--- config.mk ---
export PLATFORM = sky130hd
export DESIGN_NAME = rx_miller_decoder_flat
export DESIGN_NICKNAME = d
export VERILOG_FILES = /design/src/rtl/rx_miller_decoder_if.sv /design/src/rtl/rx_miller_decoder.sv /design/src/flat_wrapper.sv
export SDC_FILE = /design/constraint.sdc
export NUM_CORES = 1
export LEC_CHECK = 0
export ABC_AREA = 1
export CORE_UTILIZATION = 50
export CTS_CLUSTER_DIAMETER = 40
export DETAILED_ROUTE_END_ITERATION = 10
export GPL_ROUTABILITY_DRIVEN = 0
export PLACE_DENSITY = 0.65
export REMOVE_ABC_BUFFERS = 1
export SYNTH_ARGS = -nofsm -noshare
export SYNTH_HDL_FRONTEND = slang
export SYNTH_SLANG_ARGS = --single-unit
--- constraint.sdc ---
create_clock -name clk -period 2.06 [get_ports clk]
set_clock_uncertainty 0.05 [all_clocks]
set_input_delay 0.412 -clock clk [delete_from_list [all_inputs] [get_ports clk]]
set_output_delay 0.412 -clock clk [all_outputs]
set_load 0.05 [all_outputs]
--- src/rtl/rx_miller_decoder_if.sv ---
// Bus between the PCD pause detector and the Modified Miller decoder.
// The master drives the synchronised pause line; the slave reports frame events.
interface rx_miller_decoder_if;
    logic pause_n_synchronised;
    logic soc;
    logic eoc;
    logic data;
    logic data_valid;
    logic error;

    modport master (
        output pause_n_synchronised,
        input  soc,
        input  eoc,
        input  data,
        input  data_valid,
        input  error
    );

    modport slave (
        input  pause_n_synchronised,
        output soc,
        output eoc,
        output data,
        output data_valid,
        output error
    );
endinterface

--- src/rtl/rx_miller_decoder.sv ---
// ISO 14443-A Modified Miller decoder for the PCD->PICC direction.
// Pause edges are placed into 128-cycle bit windows (Z near 32, X near 96,
// Y = no edge). Each window resynchronises on its edge. Decoded bits are held
// back one window, because a trailing 0 may turn out to be half of the EOC.
module rx_miller_decoder #(
    parameter int TOL = 16
) (
    input  logic               clk,
    input  logic               rst_n,
    rx_miller_decoder_if.slave bus
);
    typedef enum logic [1:0] {ST_IDLE, ST_ARMED, ST_FRAME} state_t;
    typedef enum logic [1:0] {SEQ_Y, SEQ_X, SEQ_Z} seq_t;

    localparam int Z_LO = 32 - TOL;
    localparam int Z_HI = 32 + TOL;
    localparam int X_LO = 96 - TOL;
    localparam int X_HI = 96 + TOL;

    state_t     state;
    seq_t       cur_seq;
    seq_t       prev_seq;
    logic [6:0] cnt;
    logic       pause_q;
    logic       first_win;
    logic       pend_valid;
    logic       pend_bit;
    logic       emitted;

    logic       pause_edge;
    logic       win_end;
    logic [6:0] edge_pos;
    seq_t       edge_win_seq;
    logic       in_z;
    logic       in_x;
    logic       cls_bit;
    logic       cls_eoc;
    logic       cls_err;
    logic       frame_ends;
    logic       edge_z;
    logic       edge_x;
    logic       edge_err;

    assign pause_edge   = pause_q & ~bus.pause_n_synchronised;
    assign win_end      = (cnt == 7'd127);
    // An edge on the window-end cycle belongs to the next window at position 0.
    assign edge_pos     = win_end ? 7'd0 : cnt;
    assign edge_win_seq = win_end ? SEQ_Y : cur_seq;
    assign in_z         = (int'(edge_pos) >= Z_LO) && (int'(edge_pos) <= Z_HI);
    assign in_x         = (int'(edge_pos) >= X_LO) && (int'(edge_pos) <= X_HI);

    // Classify the window that closes at counter 127 against the previous one.
    always_comb begin
        cls_bit = 1'b0;
        cls_eoc = 1'b0;
        cls_err = 1'b0;
        case (cur_seq)
            SEQ_X:   cls_bit = 1'b1;
            SEQ_Z:   cls_err = (prev_seq == SEQ_X);
            default: cls_eoc = (prev_seq != SEQ_X);
        endcase
    end

    // Decide whether a pause edge inside a frame is a legal Z or X marker.
    always_comb begin
        edge_z     = 1'b0;
        edge_x     = 1'b0;
        edge_err   = 1'b0;
        frame_ends = win_end && !first_win && (cls_err || cls_eoc);
        if (state == ST_FRAME && pause_edge && !frame_ends) begin
            if (edge_win_seq != SEQ_Y) begin
                edge_err = 1'b1;
            end else if (in_z) begin
                edge_z = 1'b1;
            end else if (in_x) begin
                edge_x = 1'b1;
            end else begin
                edge_err = 1'b1;
            end
        end
    end

    // Frame state machine, window counter, pending bit and registered outputs.
    always_ff @(posedge clk or negedge rst_n) begin
        if (!rst_n) begin
            state          <= ST_ARMED;
            cnt            <= 7'd0;
            cur_seq        <= SEQ_Y;
            prev_seq       <= SEQ_Z;
            pause_q        <= 1'b0;
            first_win      <= 1'b0;
            pend_valid     <= 1'b0;
            pend_bit       <= 1'b0;
            emitted        <= 1'b0;
            bus.soc        <= 1'b0;
            bus.eoc        <= 1'b0;
            bus.data       <= 1'b0;
            bus.data_valid <= 1'b0;
            bus.error      <= 1'b0;
        end else begin
            bus.soc        <= 1'b0;
            bus.eoc        <= 1'b0;
            bus.data_valid <= 1'b0;
            bus.error      <= 1'b0;
            pause_q        <= bus.pause_n_synchronised;
            case (state)
                ST_ARMED: begin
                    if (bus.pause_n_synchronised) begin
                        state <= ST_IDLE;
                    end
                end
                ST_IDLE: begin
                    if (pause_edge) begin
                        bus.soc    <= 1'b1;
                        cnt        <= 7'd33;
                        cur_seq    <= SEQ_Z;
                        prev_seq   <= SEQ_Z;
                        first_win  <= 1'b1;
                        pend_valid <= 1'b0;
                        emitted    <= 1'b0;
                        state      <= ST_FRAME;
                    end
                end
                ST_FRAME: begin
                    if (edge_err) begin
                        bus.error  <= 1'b1;
                        pend_valid <= 1'b0;
                        state      <= ST_ARMED;
                    end else begin
                        cnt <= cnt + 7'd1;
                        if (win_end) begin
                            if (frame_ends && cls_err) begin
                                bus.error  <= 1'b1;
                                pend_valid <= 1'b0;
                                state      <= ST_ARMED;
                            end else if (frame_ends) begin
                                bus.eoc    <= emitted;
                                bus.error  <= ~emitted;
                                pend_valid <= 1'b0;
                                state      <= ST_ARMED;
                            end else begin
                                if (!first_win) begin
                                    if (pend_valid) begin
                                        bus.data       <= pend_bit;
                                        bus.data_valid <= 1'b1;
                                        emitted        <= 1'b1;
                                    end
                                    pend_bit   <= cls_bit;
                                    pend_valid <= 1'b1;
                                end
                                first_win <= 1'b0;
                                prev_seq  <= cur_seq;
                                cur_seq   <= SEQ_Y;
                            end
                        end
                        if (edge_z) begin
                            cnt     <= 7'd33;
                            cur_seq <= SEQ_Z;
                        end
                        if (edge_x) begin
                            cnt     <= 7'd97;
                            cur_seq <= SEQ_X;
                        end
                    end
                end
                default: state <= ST_ARMED;
            endcase
        end
    end
endmodule

--- src/flat_wrapper.sv ---
// flat-port wrapper written by rule: the top's interface ports become plain ports
module rx_miller_decoder_flat 
#(
    parameter int TOL = 16
)
  (clk, rst_n, bus_pause_n_synchronised, bus_soc, bus_eoc, bus_data, bus_data_valid, bus_error);
  rx_miller_decoder_if bus_i ();
  input  logic clk;
  input  logic rst_n;
  input wire logic [$bits(bus_i.pause_n_synchronised)-1:0] bus_pause_n_synchronised;
  output wire logic [$bits(bus_i.soc)-1:0] bus_soc;
  output wire logic [$bits(bus_i.eoc)-1:0] bus_eoc;
  output wire logic [$bits(bus_i.data)-1:0] bus_data;
  output wire logic [$bits(bus_i.data_valid)-1:0] bus_data_valid;
  output wire logic [$bits(bus_i.error)-1:0] bus_error;
  assign bus_i.pause_n_synchronised = bus_pause_n_synchronised;
  assign bus_soc = bus_i.soc;
  assign bus_eoc = bus_i.eoc;
  assign bus_data = bus_i.data;
  assign bus_data_valid = bus_i.data_valid;
  assign bus_error = bus_i.error;
  rx_miller_decoder #(.TOL(TOL)) u_core (.clk(clk), .rst_n(rst_n), .bus(bus_i));
endmodule
==> results of run 1 <==
[kinds of logic after synthesis]
| kind of cell | count (synthesis) | synth area share (%) |
|---|---|---|
| AO/OA/AOI/OAI | 17 | 7.59 |
| XOR/XNOR | 4 | 2.47 |
| adder cells (fa/ha/maj) | 3 | 2.65 |
| buffers and inverters | 34 | 9.53 |
| flip-flops | 23 | 40.8 |
| AND/OR/NAND/NOR | 103 | 37.0 |
[cells in the mapped netlist, types with 4 or more instances]
cell type	instances	area share [%]
inv_2	4	1.1
nand3_1	13	4.6
a21oi_1	5	1.8
dfrtp_1	21	37
nand2_4	4	3.2
xor2_1	4	2.5
inv_1	27	7.1
nor2_1	20	5.3
nand2_1	48	13
o21ai_2	4	2.5
nand4_1	4	1.8
o21ai_0	4	1.4
[final cells by class]
type | instances | share of cell area (%)
clock buffers | 3 | 1.42
clock inverters | 1 | 0.315
inverters | 32 | 7.55
multi-input cells | 127 | 44.3
flip-flops and latches | 23 | 36.3
well taps | 30 | 2.36
repair buffers | 14 | 7.71
[per-stage QoR]
stage / area (um^2) / hold WS, ns / worst slack, ns
floorplan: 1400 / 0.0664 / 0.289
global placement: 1560 / 0.406 / 0.144
detailed placement: 1560 / 0.415 / 0.0805
CTS: 1580 / 0.390 / 0.0926
global route: 1590 / 0.429 / 0.0143
finish: 1590 / 0.388 / 0.113
[registers in the layout, indices dropped and copies added, names as in the netlist, 2 cells and up]
signal / flops
u_core.state: 2
u_core.prev_seq: 2
u_core.cnt: 7
u_core.cur_seq: 2
[what timing repair did]
action | 4_1_cts | 5_1_grt
endpoints found under the setup margin | 0 | 1
gates resized for setup | 0 | 0
setup buffers | 0 | 1
[per-layer routing]
metal | global-route usage (%) | vias to the layer above
met5 | 0 | -
met2 | 29.8 | 18
met3 | 2.34 | 7
met1 | 28.4 | 494
li1 | - | 611
met4 | 6.79 | 0
[power breakdown]
| group | leakage [nW] | internal [mW] | total [mW] | switching [mW] |
|---|---|---|---|---|
| sequential | 0.292 | 0.539 | 0.611 | 0.0728 |
| combinational | 0.506 | 0.253 | 0.714 | 0.461 |
| clock | 0.0177 | 0.0725 | 0.208 | 0.136 |
[worst max-delay path by stage]
stage	to	depth (start not counted)	slack, ns	start
global placement	u_core.cur_seq[1]$_DFFE_PN0P_	11	0.14	bus_pause_n_synchronised
detailed placement	u_core.cur_seq[1]$_DFFE_PN0P_	12	0.08	bus_pause_n_synchronised
finish	bus_data	1	0.11	u_core.bus.data$_DFFE_PN0P_
global route	u_core.cur_seq[1]$_DFFE_PN0P_	14	0.01	u_core.cnt[1]$_DFFE_PN0P_
floorplan	u_core.cur_seq[0]$_DFFE_PN0P_	14	0.29	u_core.cnt[0]$_DFFE_PN0P_
CTS	bus_data	1	0.09	u_core.bus.data$_DFFE_PN0P_
==> flow_summary.json, run 1 <==
{
  "dp_hpwl_um": 2000,
  "initial_core_util_pct": 55.2,
  "drtIter0Drc": 32,
  "grt_pass1_vias": 1137,
  "synth_area_per_cell_um2": 7.70,
  "fin_crit_ns": 1.95,
  "ys_ff_latch": 23,
  "wl_met2_um": 1110,
  "irDropWorstVdd_uv": 739,
  "register_area_um2": 578,
  "max_freq_mhz": 514,
  "outcome": "complete, no violations",
  "timing_hold_violations_final": 0,
  "wl_per_cell_um": 11.3,
  "dp.cells": 225,
  "setup_violations": 0,
  "drc": 0,
  "io_pins": 8,
  "layout.nets": 207,
  "antenna_found_initial": 0,
  "yosys_warnings": 0,
  "port_buffers": 7,
  "r2r_cells": 14,
  "final_cell_mix": "48 x nand2_1, 27 x inv_1, 21 x dfrtp_1",
  "cts-htree-levels": 1,
  "synthArstFlopShare_pct": 100,
  "max_cap_viol_count": 0,
  "netlist_area_um2": 1420,
  "multiInputGateArea_um2": 704,
  "dieHeight_um": 55.2,
  "diodes": 0,
  "hold_buffers": 0,
  "timing.rr.end": "u_core.cur_seq[1]$_DFFE_PN0P_",
  "clk_pin_slew_ns": 0.13,
  "synth.distinct_cells": 28,
  "cp_slowest_stage_delay_ns": 0.80,
  "r2r_start": "u_core.cnt[1]$_DFFE_PN0P_",
  "final_common_cell": "nand2_1",
  "hold_path_class": "in2async",
  "cellPowerDensity_nw_per_um2": 964,
  "met1Wirelength_um": 1360,
  "core_um2": 2570,
  "clkLatencyLatePin_ns": 0.31,
  "cts_sinks": 23,
  "grt_pass1_wl_um": 4820,
  "tns_ns": 0,
  "postSynthCellCount": 184,
  "startpoint_type": "flip-flop",
  "tightest_slew_ns": 0.496,
  "path_buf_inv": 1,
  "crit_chain": "clkdlybuf4s50_1",
  "synth_enable_flop_cells": 0,
  "rows": 18,
  "synthFlopType": "dfrtp_1",
  "rrSetupSlack_ns": 0.16,
  "cts-root-buf": "clkbuf_4",
  "grt_start_max_net_pins": 24,
  "max-slew-margin-rel_pct": 66.8,
  "final_layout_size_suffix_gt1_share_pct": 18.0,
  "cp.arrival_ns": 1.48,
  "critPathSlowestCell": "clkdlybuf4s50_1",
  "crit_fanout": 2,
  "firstDrtPassIters": 4,
  "area_growth_syn_to_layout_pct": 12.2,
  "rsz0062_at_grt": "false",
  "critical_path.top_delay_family": "buffers and inverters",
  "die_area_um2": 3050,
  "postRouteAntennaNets": 0,
  "wl_met3_um": 76,
  "drv_slew": 0,
  "track_usage_pct": 19.5,
  "path_class": "reg2out",
  "required_ns": 1.60,
  "p_leak_nw": 0.815,
  "via_count": 1130,
  "cp-end-kind": "output pin",
  "cts_buffers": 3,
  "vias_per_cell": 4.91,
  "die_w_um": 55.2,
  "fillers": 254,
  "instances_no_fill": 230,
  "power.total_mw": 1.53,
  "ys_seq_area_share_pct": 40.8,
  "drt_wl_total_um": 2590,
  "cts_tree": "built",
  "clock_path_buffers": 2,
  "period_share_pct": 94.5,
  "post-route-util_pct": 61.9,
  "grt-ovfl-total": 0,
  "routed.top_layer": "met4"
}
No activity file was read; power rests on OpenSTA's default activity.
==> inputs of run 2 (changes only) <==
--- a/config.mk
+++ b/config.mk
@@ -12,6 +12,7 @@
 export GPL_ROUTABILITY_DRIVEN = 0
 export PLACE_DENSITY = 0.65
 export REMOVE_ABC_BUFFERS = 1
+export SKIP_CTS_REPAIR_TIMING = 1
 export SYNTH_ARGS = -nofsm -noshare
 export SYNTH_HDL_FRONTEND = slang
 export SYNTH_SLANG_ARGS = --single-unit
==> results of run 2 <==
Final layout, timing and power as in run 1 (identical DEF).
==> inputs of run 3 (changes only) <==
--- a/config.mk
+++ b/config.mk
@@ -6,6 +6,7 @@
 export NUM_CORES = 1
 export LEC_CHECK = 0
 export ABC_AREA = 1
+export CAP_MARGIN = 20
 export CORE_UTILIZATION = 50
 export CTS_CLUSTER_DIAMETER = 40
 export DETAILED_ROUTE_END_ITERATION = 10
==> results of run 3 <==
Final layout, timing and power as in run 1 (identical DEF).
